--- src/rtl/rv32i_types.sv ---
// Shared RV32I types for the branch execution path: branch opcodes, the RS->BRU
// issue bundle, the CDB broadcast word and the branch resolution record.
// Latency: none (types only). Backpressure: none (types only).
package rv32i_types;

    localparam int ROB_TAG_W = 3;

    typedef enum logic [2:0] {
        BR_BEQ  = 3'd0,
        BR_BNE  = 3'd1,
        BR_BLT  = 3'd2,
        BR_BGE  = 3'd3,
        BR_BLTU = 3'd4,
        BR_BGEU = 3'd5,
        BR_JAL  = 3'd6,
        BR_JALR = 3'd7
    } br_op_t;

    typedef struct packed {
        br_op_t                 operation;
        logic [31:0]            q1_data;
        logic [31:0]            q2_data;
        logic [ROB_TAG_W-1:0]   rob_dest;
        logic [31:0]            pc;
        logic                   bp_prediction;
        logic [31:0]            imm;
    } rs_br_output_t;

    typedef struct packed {
        logic [ROB_TAG_W-1:0]   rob_entry;
        logic [31:0]            rd_data;
    } cdb_t;

    typedef struct packed {
        logic                   valid;
        logic [ROB_TAG_W-1:0]   rob;
        logic                   taken;
        logic [31:0]            target;
        logic                   mispred;
    } br_res_t;

    function automatic logic is_jump(input br_op_t op);
        return (op == BR_JAL) || (op == BR_JALR);
    endfunction

endpackage

--- src/rtl/br_cdb_fifo.sv ---
// FIFO of pending CDB words with occupancy count, synchronous clear and reset.
// Latency: a pushed word is visible at o_head the cycle after the push edge.
// Backpressure: none internally; the producer must never push when full without popping.
//   clk, rst       clock, synchronous active-high reset (also zeroes storage)
//   i_clear        drop all entries (push ignored, pop ignored)
//   i_push/_dat    write one word;  i_pop  remove head (ignored when empty)
//   o_head/o_empty/o_count  head word, empty flag, occupancy
module br_cdb_fifo
    import rv32i_types::*;
#(
    parameter  int DEPTH = 2,
    localparam int CNT_W = $clog2(DEPTH + 1),
    localparam int PTR_W = (DEPTH > 1) ? $clog2(DEPTH) : 1
) (
    input  logic             clk,
    input  logic             rst,
    input  logic             i_clear,
    input  logic             i_push,
    input  cdb_t             i_push_dat,
    input  logic             i_pop,
    output cdb_t             o_head,
    output logic             o_empty,
    output logic [CNT_W-1:0] o_count
);

    cdb_t             r_mem [DEPTH];
    logic [PTR_W-1:0] r_wr_ptr;
    logic [PTR_W-1:0] r_rd_ptr;
    logic [CNT_W-1:0] r_count;
    logic             w_push;
    logic             w_pop;

    function automatic logic [PTR_W-1:0] ptr_inc(input logic [PTR_W-1:0] p);
        return (p == PTR_W'(DEPTH - 1)) ? '0 : p + 1'b1;
    endfunction

    assign w_push = i_push & ~i_clear;
    assign w_pop  = i_pop & ~i_clear & (r_count != '0);

    always_ff @(posedge clk) begin
        if (rst) begin
            r_wr_ptr <= '0;
            r_rd_ptr <= '0;
            r_count  <= '0;
            for (int i = 0; i < DEPTH; i++) begin
                r_mem[i] <= '0;
            end
        end else if (i_clear) begin
            r_wr_ptr <= '0;
            r_rd_ptr <= '0;
            r_count  <= '0;
        end else begin
            if (w_push) begin
                r_mem[r_wr_ptr] <= i_push_dat;
                r_wr_ptr        <= ptr_inc(r_wr_ptr);
            end
            if (w_pop) begin
                r_rd_ptr <= ptr_inc(r_rd_ptr);
            end
            case ({w_push, w_pop})
                2'b10:   r_count <= r_count + 1'b1;
                2'b01:   r_count <= r_count - 1'b1;
                default: r_count <= r_count;
            endcase
        end
    end

    assign o_head  = r_mem[r_rd_ptr];
    assign o_empty = (r_count == '0);
    assign o_count = r_count;

endmodule

--- src/rtl/br_exec_unit.sv ---
// Branch execution unit: resolves issued branches/jumps, reports to the ROB, queues link values for the CDB.
// Latency: resolution and CDB request appear 2 cycles after rs_result_en (issue -> E -> FIFO).
// Backpressure: unit_ready credit throttles the RS; arrivals are never stalled; CDB head held until granted.
//   clk, rst, flush                 clock, sync active-high reset, squash of all in-flight work
//   rs_result_en, rs_result         issue from the branch RS;  unit_ready  RS may issue
//   cdb_req, cdb_grant, cdb_out     CDB request/grant handshake and head word
//   br_res_*                        registered resolution record to the ROB (valid is a 1-cycle pulse)
module br_exec_unit
    import rv32i_types::*;
#(
    parameter int OUT_DEPTH = 2,
    parameter int ROB_W     = ROB_TAG_W
) (
    input  logic             clk,
    input  logic             rst,
    input  logic             flush,
    input  logic             rs_result_en,
    input  rs_br_output_t    rs_result,
    output logic             unit_ready,
    output logic             cdb_req,
    input  logic             cdb_grant,
    output cdb_t             cdb_out,
    output logic             br_res_valid,
    output logic [ROB_W-1:0] br_res_rob,
    output logic             br_res_taken,
    output logic [31:0]      br_res_target,
    output logic             br_res_mispred
);

    localparam int CNT_W = $clog2(OUT_DEPTH + 1);
    localparam int SUM_W = CNT_W + 1;

    logic          r_e_valid;
    rs_br_output_t r_e;
    br_res_t       r_res;

    logic             w_taken;
    logic [31:0]      w_pc4;
    logic [31:0]      w_target;
    logic             w_mispred;
    cdb_t             w_cdb;
    cdb_t             w_fifo_head;
    logic             w_fifo_empty;
    logic [CNT_W-1:0] w_fifo_count;
    logic [SUM_W-1:0] w_credit;

    // Resolution of the branch sitting in E.
    always_comb begin
        w_taken   = 1'b0;
        w_pc4     = r_e.pc + 32'd4;
        w_target  = w_pc4;
        w_mispred = 1'b0;
        case (r_e.operation)
            BR_BEQ:  w_taken = (r_e.q1_data == r_e.q2_data);
            BR_BNE:  w_taken = (r_e.q1_data != r_e.q2_data);
            BR_BLT:  w_taken = ($signed(r_e.q1_data) <  $signed(r_e.q2_data));
            BR_BGE:  w_taken = ($signed(r_e.q1_data) >= $signed(r_e.q2_data));
            BR_BLTU: w_taken = (r_e.q1_data <  r_e.q2_data);
            BR_BGEU: w_taken = (r_e.q1_data >= r_e.q2_data);
            default: w_taken = 1'b1;
        endcase
        if (w_taken) begin
            if (r_e.operation == BR_JALR) begin
                w_target = (r_e.q1_data + r_e.imm) & ~32'd1;
            end else begin
                w_target = r_e.pc + r_e.imm;
            end
        end
        // No target predictor exists, so JALR always redirects.
        w_mispred = (r_e.operation == BR_JALR) ? 1'b1 : (w_taken != r_e.bp_prediction);
        w_cdb.rob_entry = r_e.rob_dest;
        w_cdb.rd_data   = is_jump(r_e.operation) ? w_pc4 : 32'd0;
    end

    always_ff @(posedge clk) begin
        if (rst) begin
            r_e_valid <= 1'b0;
            r_e       <= '0;
            r_res     <= '0;
        end else if (flush) begin
            r_e_valid   <= 1'b0;
            r_res.valid <= 1'b0;
        end else begin
            r_e_valid   <= rs_result_en;
            r_res.valid <= r_e_valid;
            if (rs_result_en) begin
                r_e <= rs_result;
            end
            if (r_e_valid) begin
                r_res.rob     <= r_e.rob_dest;
                r_res.taken   <= w_taken;
                r_res.target  <= w_target;
                r_res.mispred <= w_mispred;
            end
        end
    end

    // E always drains into the FIFO; the credit below guarantees the slot.
    br_cdb_fifo #(.DEPTH(OUT_DEPTH)) u_fifo (
        .clk        (clk),
        .rst        (rst),
        .i_clear    (flush),
        .i_push     (r_e_valid),
        .i_push_dat (w_cdb),
        .i_pop      (cdb_req & cdb_grant),
        .o_head     (w_fifo_head),
        .o_empty    (w_fifo_empty),
        .o_count    (w_fifo_count)
    );

    // Counts everything already committed to a FIFO slot: stored, in E, and arriving now.
    assign w_credit   = SUM_W'(w_fifo_count) + SUM_W'(r_e_valid) + SUM_W'(rs_result_en);
    assign unit_ready = (w_credit < SUM_W'(OUT_DEPTH));

    assign cdb_req        = ~w_fifo_empty;
    assign cdb_out        = w_fifo_head;
    assign br_res_valid   = r_res.valid;
    assign br_res_rob     = ROB_W'(r_res.rob);
    assign br_res_taken   = r_res.taken;
    assign br_res_target  = r_res.target;
    assign br_res_mispred = r_res.mispred;

endmodule

--- config.mk ---
export PLATFORM = sky130hd
export DESIGN_NAME = br_exec_unit
export DESIGN_NICKNAME = d
export VERILOG_FILES = /design/src/rtl/rv32i_types.sv /design/src/rtl/br_cdb_fifo.sv /design/src/rtl/br_exec_unit.sv
export SDC_FILE = /design/constraint.sdc
export NUM_CORES = 1
export LEC_CHECK = 0
export ABC_AREA = 1
export CAP_MARGIN = 20
export CORE_MARGIN = 3
export CORE_UTILIZATION = 46
export DETAILED_ROUTE_END_ITERATION = 6
export GPL_TIMING_DRIVEN = 0
export PLACE_DENSITY_LB_ADDON = 0.1
export SETUP_SLACK_MARGIN = 0.2
export SLEW_MARGIN = 40
export SYNTH_ARGS = -nofsm -noshare
export SYNTH_HDL_FRONTEND = slang
export SYNTH_SLANG_ARGS = --single-unit
--- constraint.sdc ---
create_clock -name clk -period 3.15 [get_ports clk]
set_input_delay 0.7875 -clock clk [delete_from_list [all_inputs] [get_ports clk]]
set_output_delay 0.7875 -clock clk [all_outputs]
set_load 0.05 [all_outputs]
==> results of run 1 <==
## worst max-delay path: cells and delay by family
kind,cells,cell delay (ns)
AND/OR/NAND/NOR,2,0.54
AO/OA/AOI/OAI,1,0.17
buffers and inverters,4,1.84
## path summary, 6_finish.rpt
| kind | endpoint | slack (ns) | depth (start not counted) |
|---|---|---|---|
| setup reg to reg | br_res_target[24] | 0.31 | 10 |
| hold reg to reg | br_res_target[14] | 0.47 | 2 |
| hold / removal | br_res_target[14] | 0.47 | 2 |
| setup / recovery | r_e[129] | 0.27 | 7 |
## flip-flops by register name, summed over array words and instances, names as in the netlist, 2 cells and up, named ones only
name	count
u_fifo.r_mem	70
br_res_target	32
u_fifo.o_count	2
br_res_rob	3
r_e	135
## stage by stage
step / setup TNS (ns) / power (W) / utilization, % / hold WS, ns / setup slack, ns
floorplan: 0 / 0.00478 / - / 0.435 / 0.324
global placement: -125.81 / 0.00545 / 55.4 / 0.450 / -1.47
detailed placement: -40.89 / 0.00548 / 55.6 / 0.457 / -0.490
CTS: 0 / 0.00842 / 58.0 / 0.465 / 0.158
global route: 0 / 0.00880 / 58.1 / 0.489 / 0.183
finish: 0 / 0.00845 / 58.1 / 0.465 / 0.269
## layout make-up
type / instances / area, um^2
fillers: 3114 / 13800
multi-input cells: 1618 / 8740
flip-flops and latches: 249 / 5690
repair buffers: 220 / 2150
inverters: 219 / 822
clock buffers: 36 / 709
well taps: 442 / 553
plain buffers: 81 / 377
clock inverters: 14 / 105
## cell usage in the layout, fill, tap and decap left out, types with 4 or more instances in the layout
master | synthesis | layout
a21o_1 | 6 | 6
a21oi_1 | 194 | 194
a21oi_2 | 8 | 8
buf_2 | 6 | 7
buf_4 | 2 | 7
clkbuf_1 | 67 | 65
clkbuf_16 | 0 | 27
clkbuf_2 | 0 | 26
clkdlybuf4s15_2 | 0 | 10
clkdlybuf4s50_1 | 0 | 177
clkinv_1 | 3 | 5
clkinv_2 | 0 | 7
dfxtp_1 | 179 | 177
dlygate4sd2_1 | 0 | 7
edfxtp_1 | 70 | 70
ha_1 | 96 | 96
inv_1 | 212 | 212
inv_2 | 4 | 4
mux2_2 | 35 | 35
nand2_1 | 410 | 405
nand2_2 | 4 | 9
nand2_4 | 8 | 7
nand3_1 | 132 | 132
nand3_2 | 12 | 13
nand3b_1 | 5 | 5
nand4_1 | 29 | 29
nor2_1 | 329 | 328
nor2_2 | 4 | 5
nor3_1 | 36 | 36
nor4_1 | 11 | 11
o21a_1 | 6 | 6
o21ai_0 | 198 | 192
o21ai_1 | 6 | 12
o21bai_1 | 8 | 8
or2_2 | 10 | 10
xnor2_1 | 10 | 10
xor2_1 | 39 | 39
## timing repair
item / in CTS / in global routing
endpoints found under the setup margin: 82 / 81
pin swaps: 0 / 3
hold buffers: 0 / 0
gates cloned: 0 / 1
hold endpoints to repair: 0 / 0
gates resized for setup: 70 / 58
buffers inserted: 0 / 5
## power by group
group | switching [W] | internal (W)
sequential | 0.000154 | 0.00345
clock | 0.00131 | 0.00167
combinational | 0.00117 | 0.000695
## metal layers
layer / vias to the layer above / share of wire, %
met5: - / 0
met4: 0 / 4.9
met3: 106 / 5.7
met2: 538 / 47
met1: 7202 / 42
li1: 7715 / -
## logic make-up after synthesis
group | after synthesis | share of synthesized area, %
and+or+nand+nor | 1003 | 28.2
muxes | 36 | 2.60
xor gates and xnor gates | 49 | 2.76
DFF | 249 | 36.5
AOI/OAI and AO/OA | 431 | 14.5
buffers and inverters | 300 | 7.50
adders and majority gates | 98 | 7.98
==> results.cfg, run 1 <==
[power_and_ir_drop]
power_density_nw_per_um2 = 441
ir_drop_mv = 0.405
leakagePower_nw = 7.97

[die]
die_y_um = 190
core.rowCount = 66
die_w_um = 190
ioPinCount = 215
initial_utilization_pct = 47.2
core-area_um2 = 32900
die_area_um2 = 36100

[timing]
tightest_slew_ns = 0.959
slew_viol_final = 0
finClkSkew_ns = 0.0246
relSlewSlack_pct = 36.0
min_period_ns = 2.88
hold_viol_final = 0
rsz0062_at_grt = true
timing.fmax_ghz = 0.347
setup_viol = 0
period_share_pct = 91.4

[global_routing]
grt_usage_pct = 30.1
gr-usage-met2_pct = 52.3
antenna_found_initial = 0
grt_overflow = 0
grt_max_degree = 24
use_met3_pct = 2.60
grt_pass1_vias = 15000
grt_most_used_layer = met2
use_met1_pct = 38.5
grt_pass1_wl_mm = 83.6

[worst_setup_path]
critPathRequiredTime_ns = 3.64
startpoint_type = input port
path_class = input port to flop
cp_cell_sequence = clkdlybuf4s50_1 > inv_1 > nand2_1 > clkbuf_2 > clkbuf_1 > o21ai_0 > nor2_1
end_kind = flop
crit_fanout = 10
startpoint = flush
cp.arrival_ns = 3.37
critPathSlowestCell = clkbuf_1
r2r_start = r_e[134]
max_stage_delay_ns = 0.77

[finish]
syn2layout_area_growth_pct = 23.0
final_area_um2 = 19100
antenna-diode-count = 0
drive_above_1_share_pct = 8.29
layout.cells.non_filler = 2879
fin_nets = 2654

[status]
status = finished clean

[routing]
drtAntennaViolNets = 0
vias_per_cell = 5.41
wirelength_mm = 56.0
drt_iter0_markers = 1150
route.detailed.drc = 0
num_vias = 15600
wl_per_cell_um = 19.4
firstDrtPassIters = 7

[logic_synthesis]
netlist.area_leader.share_pct = 23.0
yosysWarningCount = 0
synth-main-ff-cell = dfxtp_1
synth_edf_count = 70
synth_area_leaders = dfxtp_1 (23%), edfxtp_1 (14%), nand2_1 (9.9%), nor2_1 (7.9%), ha_1 (7.7%)
synthTopCellsByCount = nand2_1 (410), nor2_1 (329), inv_1 (212), o21ai_0 (198), a21oi_1 (194)
synth_area_um2 = 15600
avgSynthCellArea_um2 = 7.18
ys_seq_area_share_pct = 36.5
ys_seq_elements = 249
synth_top_area_cell = dfxtp_1
async_flop_share_pct = 0
syn-num-nets = 2404
synth.most_common_cell = nand2_1
synth_cell_types = 46
netlist_instances = 2166

[min_path]
hold_path_class = flop to flop
min-delay-start = br_res_target[14]

[clocking]
clock_latency_ns = 0.55
cts_max_level = 1
clock_sinks = 249
clockRootBuffer = clkbuf_16
cts_tree = built
cts_buffers = 27
clk_pin_slew_ns = 0.06
clk_path_buf_depth = 3

[job]
cap_violations = 0

[place]
hpwlAfterDp_mm = 46.0
port_buffers = 213
place_area_um2 = 18300
gp_congestion = 0.970
dp.cells = 2823
Power figures use the tool's default switching activity.
==> inputs of run 2 (changes only) <==
- CORE_MARGIN: 3 -> 4
- TNS_END_PERCENT: default -> 30
==> results.cfg, run 2 (synthesized netlist as in run 1, its figures left out) <==
[min_path]
hold_path_class = flop to flop
whs_path_depth = 2

[global_routing]
grt_pass1_vias = 14800
grt_pass1_wl_mm = 83.0
grt_max_degree = 36
grt_usage_pct = 29.3
antenna_found_initial = 0
grt_overflow = 0

[routing]
wirelength_mm = 55.3
wl_per_cell_um = 19.2
drt_iter0_markers = 949
route.detailed.drc = 0
num_vias = 15500
firstDrtPassIters = 5
vias_per_cell = 5.37
drtAntennaViolNets = 0

[die]
die_y_um = 192
ioPinCount = 215
die_w_um = 192
die_area_um2 = 36800
core.rowCount = 67
core-area_um2 = 33400
initial_utilization_pct = 46.5

[clocking]
clock_sinks = 249
clk_pin_slew_ns = 0.06
clk_path_buf_depth = 3
hold_buffers = 0
cts_tree = built
clockRootBuffer = clkbuf_16
cts_max_level = 1
cts_buffers = 27
clock_latency_ns = 0.56

[finish]
layout.cells.non_filler = 2876
largest_register = r_e
drive_above_1_share_pct = 6.96
layout_commonest_cell = nand2_1
antenna-diode-count = 0
largest_reg_flops = 135
fin_nets = 2646
final_area_um2 = 19200
fillers = 3185
syn2layout_area_growth_pct = 23.7
layout_common_cells = nand2_1 (405), nor2_1 (328), inv_1 (212), o21ai_0 (196), a21oi_1 (194)

[place]
place_area_um2 = 18300
dp.cells = 2827
gp_congestion = 0.986
port_buffers = 213
hpwlAfterDp_mm = 45.8
dpl_worst_slack_ns = -0.288

[timing]
final.setup.tns_ns = 0
period_share_pct = 94.2
timing.fmax_ghz = 0.337
relSlewSlack_pct = 47.1
rsz0062_at_grt = true
hold_viol_final = 0
tightest_slew_ns = 0.793
whs_ns = 0.460
setup_viol = 0
setup_slack_ns = 0.182
min_period_ns = 2.97
finClkSkew_ns = 0.0150
slew_viol_final = 0

[worst_setup_path]
rrSetupSlack_ns = 0.30
startpoint_type = flop
critPathSlowestCell = dlygate4sd2_1
crit_buf_inv = 3
cp_cell_sequence = clkbuf_2 > clkbuf_4 > mux2_2 > dlygate4sd2_1
worstRegToRegCells = 16
path_class = flop to output port
critPathRequiredTime_ns = 2.36
cp.arrival_ns = 2.18
max_stage_delay_ns = 0.42
path_delay_family = buffers and inverters
crit_fanout = 10
end_kind = output port
cp_num_cells = 4

[job]
cap_violations = 0

[power_and_ir_drop]
leakagePower_nw = 8.03
ir_drop_mv = 0.523
power_density_nw_per_um2 = 463

[status]
status = finished clean
## run 2: cell count changes in the layout (fill, tap and decap cells not counted), sizes merged
cell	previous run	this run
inv	217	218
clkdlybuf4s50	177	182
dlygate4sd2	7	29
clkbuf	119	103
clkdlybuf4s15	10	1
bufinv	1	6
nand3	146	145
clkinv	13	6
buf	24	15
## run 2: layout make-up
type | count | area [um^2] | share of cell area [%]
Buffer | 81 | 364 | 1.89
Clock buffer | 36 | 739 | 3.84
Clock inverter | 13 | 241 | 1.25
Inverter | 219 | 822 | 4.27
Multi-Input combinational cell | 1617 | 8740 | 45.4
Sequential cell | 249 | 5690 | 29.5
Tap cell | 448 | 561 | 2.91
Timing Repair Buffer | 213 | 2090 | 10.9
## run 2: metrics by stage
stage	utilization (%)	total power, W
after global placement	54.6	0.00545
after global routing	57.5	0.00929
after floorplan	-	0.00478
after detailed placement	54.6	0.00547
after CTS	57.5	0.00894
final	57.5	0.00891
## run 2: report_power, final
group / leakage, nW / internal [W] / switching, W
registers: 2.20 / 0.00345 / 0.000151
clock network: 0.474 / 0.00215 / 0.00134
logic: 5.36 / 0.000667 / 0.00115
## run 2: worst reg2reg max path, cell delays in order (launching register included)
cell,delay [ns]
dfxtp_1,0.31
inv_1,0.05
ha_1,0.30
nand2_1,0.08
nor2_1,0.16
nand2_1,0.09
nor2_2,0.30
nand3b_4,0.17
nand2_2,0.09
o21ai_2,0.07
nor2_4,0.09
nand3_1,0.13
nor2_4,0.31
buf_4,0.28
nand3_1,0.10
nand3_1,0.11
a21oi_1,0.07
## run 2: path summary, 6_finish.rpt
check	endpoint	startpoint
setup / recovery	cdb_out[12]	flop
hold / removal	r_e[81]	r_e[81]
setup reg to reg	br_res_target[27]	r_e[69]
hold reg to reg	r_e[81]	r_e[81]
## run 2: what timing repair did
item | in CTS | in global routing
setup buffers | 0 | 0
resized for setup | 41 | 11
endpoints found under the hold margin | 0 | 0
endpoints found under the setup margin | 37 | 100
## run 2: routing by layer
| metal | up-vias | GRT usage [%] | part of all wire (%) |
|---|---|---|---|
| met5 | - | 0 | 0 |
| met4 | 0 | 11.0 | 4.3 |
| met3 | 105 | 3.09 | 5.4 |
| met2 | 484 | 51.9 | 48 |
| met1 | 7172 | 36.7 | 42 |
| li1 | 7694 | - | - |
==> inputs of run 3 (changes only) <==
- CAP_MARGIN: 20 -> 30
- TNS_END_PERCENT: 30 -> 50
==> results.cfg, run 3 (synthesized netlist as in run 1, its figures left out) <==
[finish]
largest_reg_flops = 135
final_area_um2 = 19300
fin_nets = 2649
largest_register = r_e
antenna-diode-count = 0
drive_above_1_share_pct = 7.36
layout.cells.non_filler = 2879
layout_commonest_cell = nand2_1
layout_common_cells = nand2_1 (404), nor2_1 (328), inv_1 (211), o21ai_0 (195), a21oi_1 (194)
fin_util_pct = 57.6
fillers = 3183
syn2layout_area_growth_pct = 24.0

[timing]
period_share_pct = 93.9
setup_slack_ns = 0.191
slew_viol_final = 0
hold_viol_final = 0
relSlewSlack_pct = 47.3
setup_viol = 0
min_period_ns = 2.96
timing.fmax_ghz = 0.338
rsz0062_at_grt = true
tightest_slew_ns = 0.790
finClkSkew_ns = 0.0112

[die]
ioPinCount = 215
initial_utilization_pct = 46.5
die_y_um = 192
core-area_um2 = 33400
die_area_um2 = 36800
core.rowCount = 67
die_w_um = 192

[global_routing]
grt_pass1_vias = 14800
grt_overflow = 0
grt_pass1_wl_mm = 83.0
antenna_found_initial = 0
grt_max_degree = 36
grt_usage_pct = 29.3

[clocking]
clock_sinks = 249
clk_path_buf_depth = 3
cts_max_level = 1
clock_latency_ns = 0.56
cts_tree = built
clk_pin_slew_ns = 0.06
cts_buffers = 27
clockRootBuffer = clkbuf_16

[routing]
num_vias = 15400
wirelength_mm = 55.7
drt_iter0_markers = 941
vias_per_cell = 5.35
route.detailed.drc = 0
wl_per_cell_um = 19.3
drtAntennaViolNets = 0
firstDrtPassIters = 5

[place]
gp_congestion = 0.986
dp.cells = 2827
place_area_um2 = 18300
port_buffers = 213
hpwlAfterDp_mm = 45.8
dpl_worst_slack_ns = -0.288

[power_and_ir_drop]
leakagePower_nw = 8.06
total_power_w = 0.00893
ir_drop_mv = 0.526
power_density_nw_per_um2 = 463

[worst_setup_path]
path_class = flop to output port
crit_fanout = 10
critPathRequiredTime_ns = 2.36
startpoint_type = flop
end_kind = output port
cp.arrival_ns = 2.17

[min_path]
hold_path_class = flop to flop

[job]
cap_violations = 0

[status]
status = finished clean
==> run 3: power by group <==
| part | internal, W | leakage, nW | switching [W] |
|---|---|---|---|
| Sequential | 0.00345 | 2.20 | 0.000151 |
| Combinational | 0.000673 | 5.39 | 0.00116 |
| Clock | 0.00215 | 0.474 | 0.00134 |
==> run 3: through the flow <==
stage / hold slack [ns] / setup TNS (ns)
6_report: 0.460 / 0
5_1_grt: 0.482 / 0
4_1_cts: 0.465 / 0
3_5_place_dp: 0.455 / -27.40
3_3_place_gp: 0.450 / -131.47
2_1_floorplan: 0.435 / 0
==> run 3: path summary, 6_finish.rpt <==
path	slack [ns]	endpoint	cells after the start	start
hold / removal	0.46	r_e[81]	2	r_e[81]
setup / recovery	0.19	cdb_out[12]	4	flop
hold reg to reg	0.46	r_e[81]	2	r_e[81]
setup reg to reg	0.36	br_res_target[27]	13	r_e[131]
==> run 3: area by class of cell <==
cell class / count / area [um^2] / area share [%]
Clock buffer: 36 / 739 / 3.83
Inverter: 219 / 822 / 4.26
Tap cell: 448 / 561 / 2.91
Buffer: 81 / 365 / 1.89
Clock inverter: 13 / 241 / 1.25
Timing Repair Buffer: 215 / 2100 / 10.9
Multi-Input combinational cell: 1618 / 8770 / 45.5
Sequential cell: 249 / 5690 / 29.5
==> run 3: per-layer routing <==
metal / vias to the layer above / GRT usage, % / part of all wire, %
li1: 7712 / - / -
met1: 7108 / 36.7 / 42
met2: 474 / 51.9 / 48
met3: 105 / 3.09 / 5.7
met4: 0 / 11.0 / 4.2
met5: - / 0 / 0
==> run 3: repair_timing <==
action | CTS | global route
resized for setup | 41 | 23
setup endpoints to repair | 37 | 100
gates cloned | 0 | 1
endpoints found under the hold margin | 0 | 0
pin swaps | 0 | 2
buffers inserted | 0 | 2
hold buffers | 0 | 0
==> run 3: worst max-delay path, cell delays in order, from the launching register on <==
cell and delay, ns:
dfxtp_1 0.31, clkbuf_2 0.23, clkbuf_4 0.29, mux2_2 0.37
dlygate4sd2_1 0.42
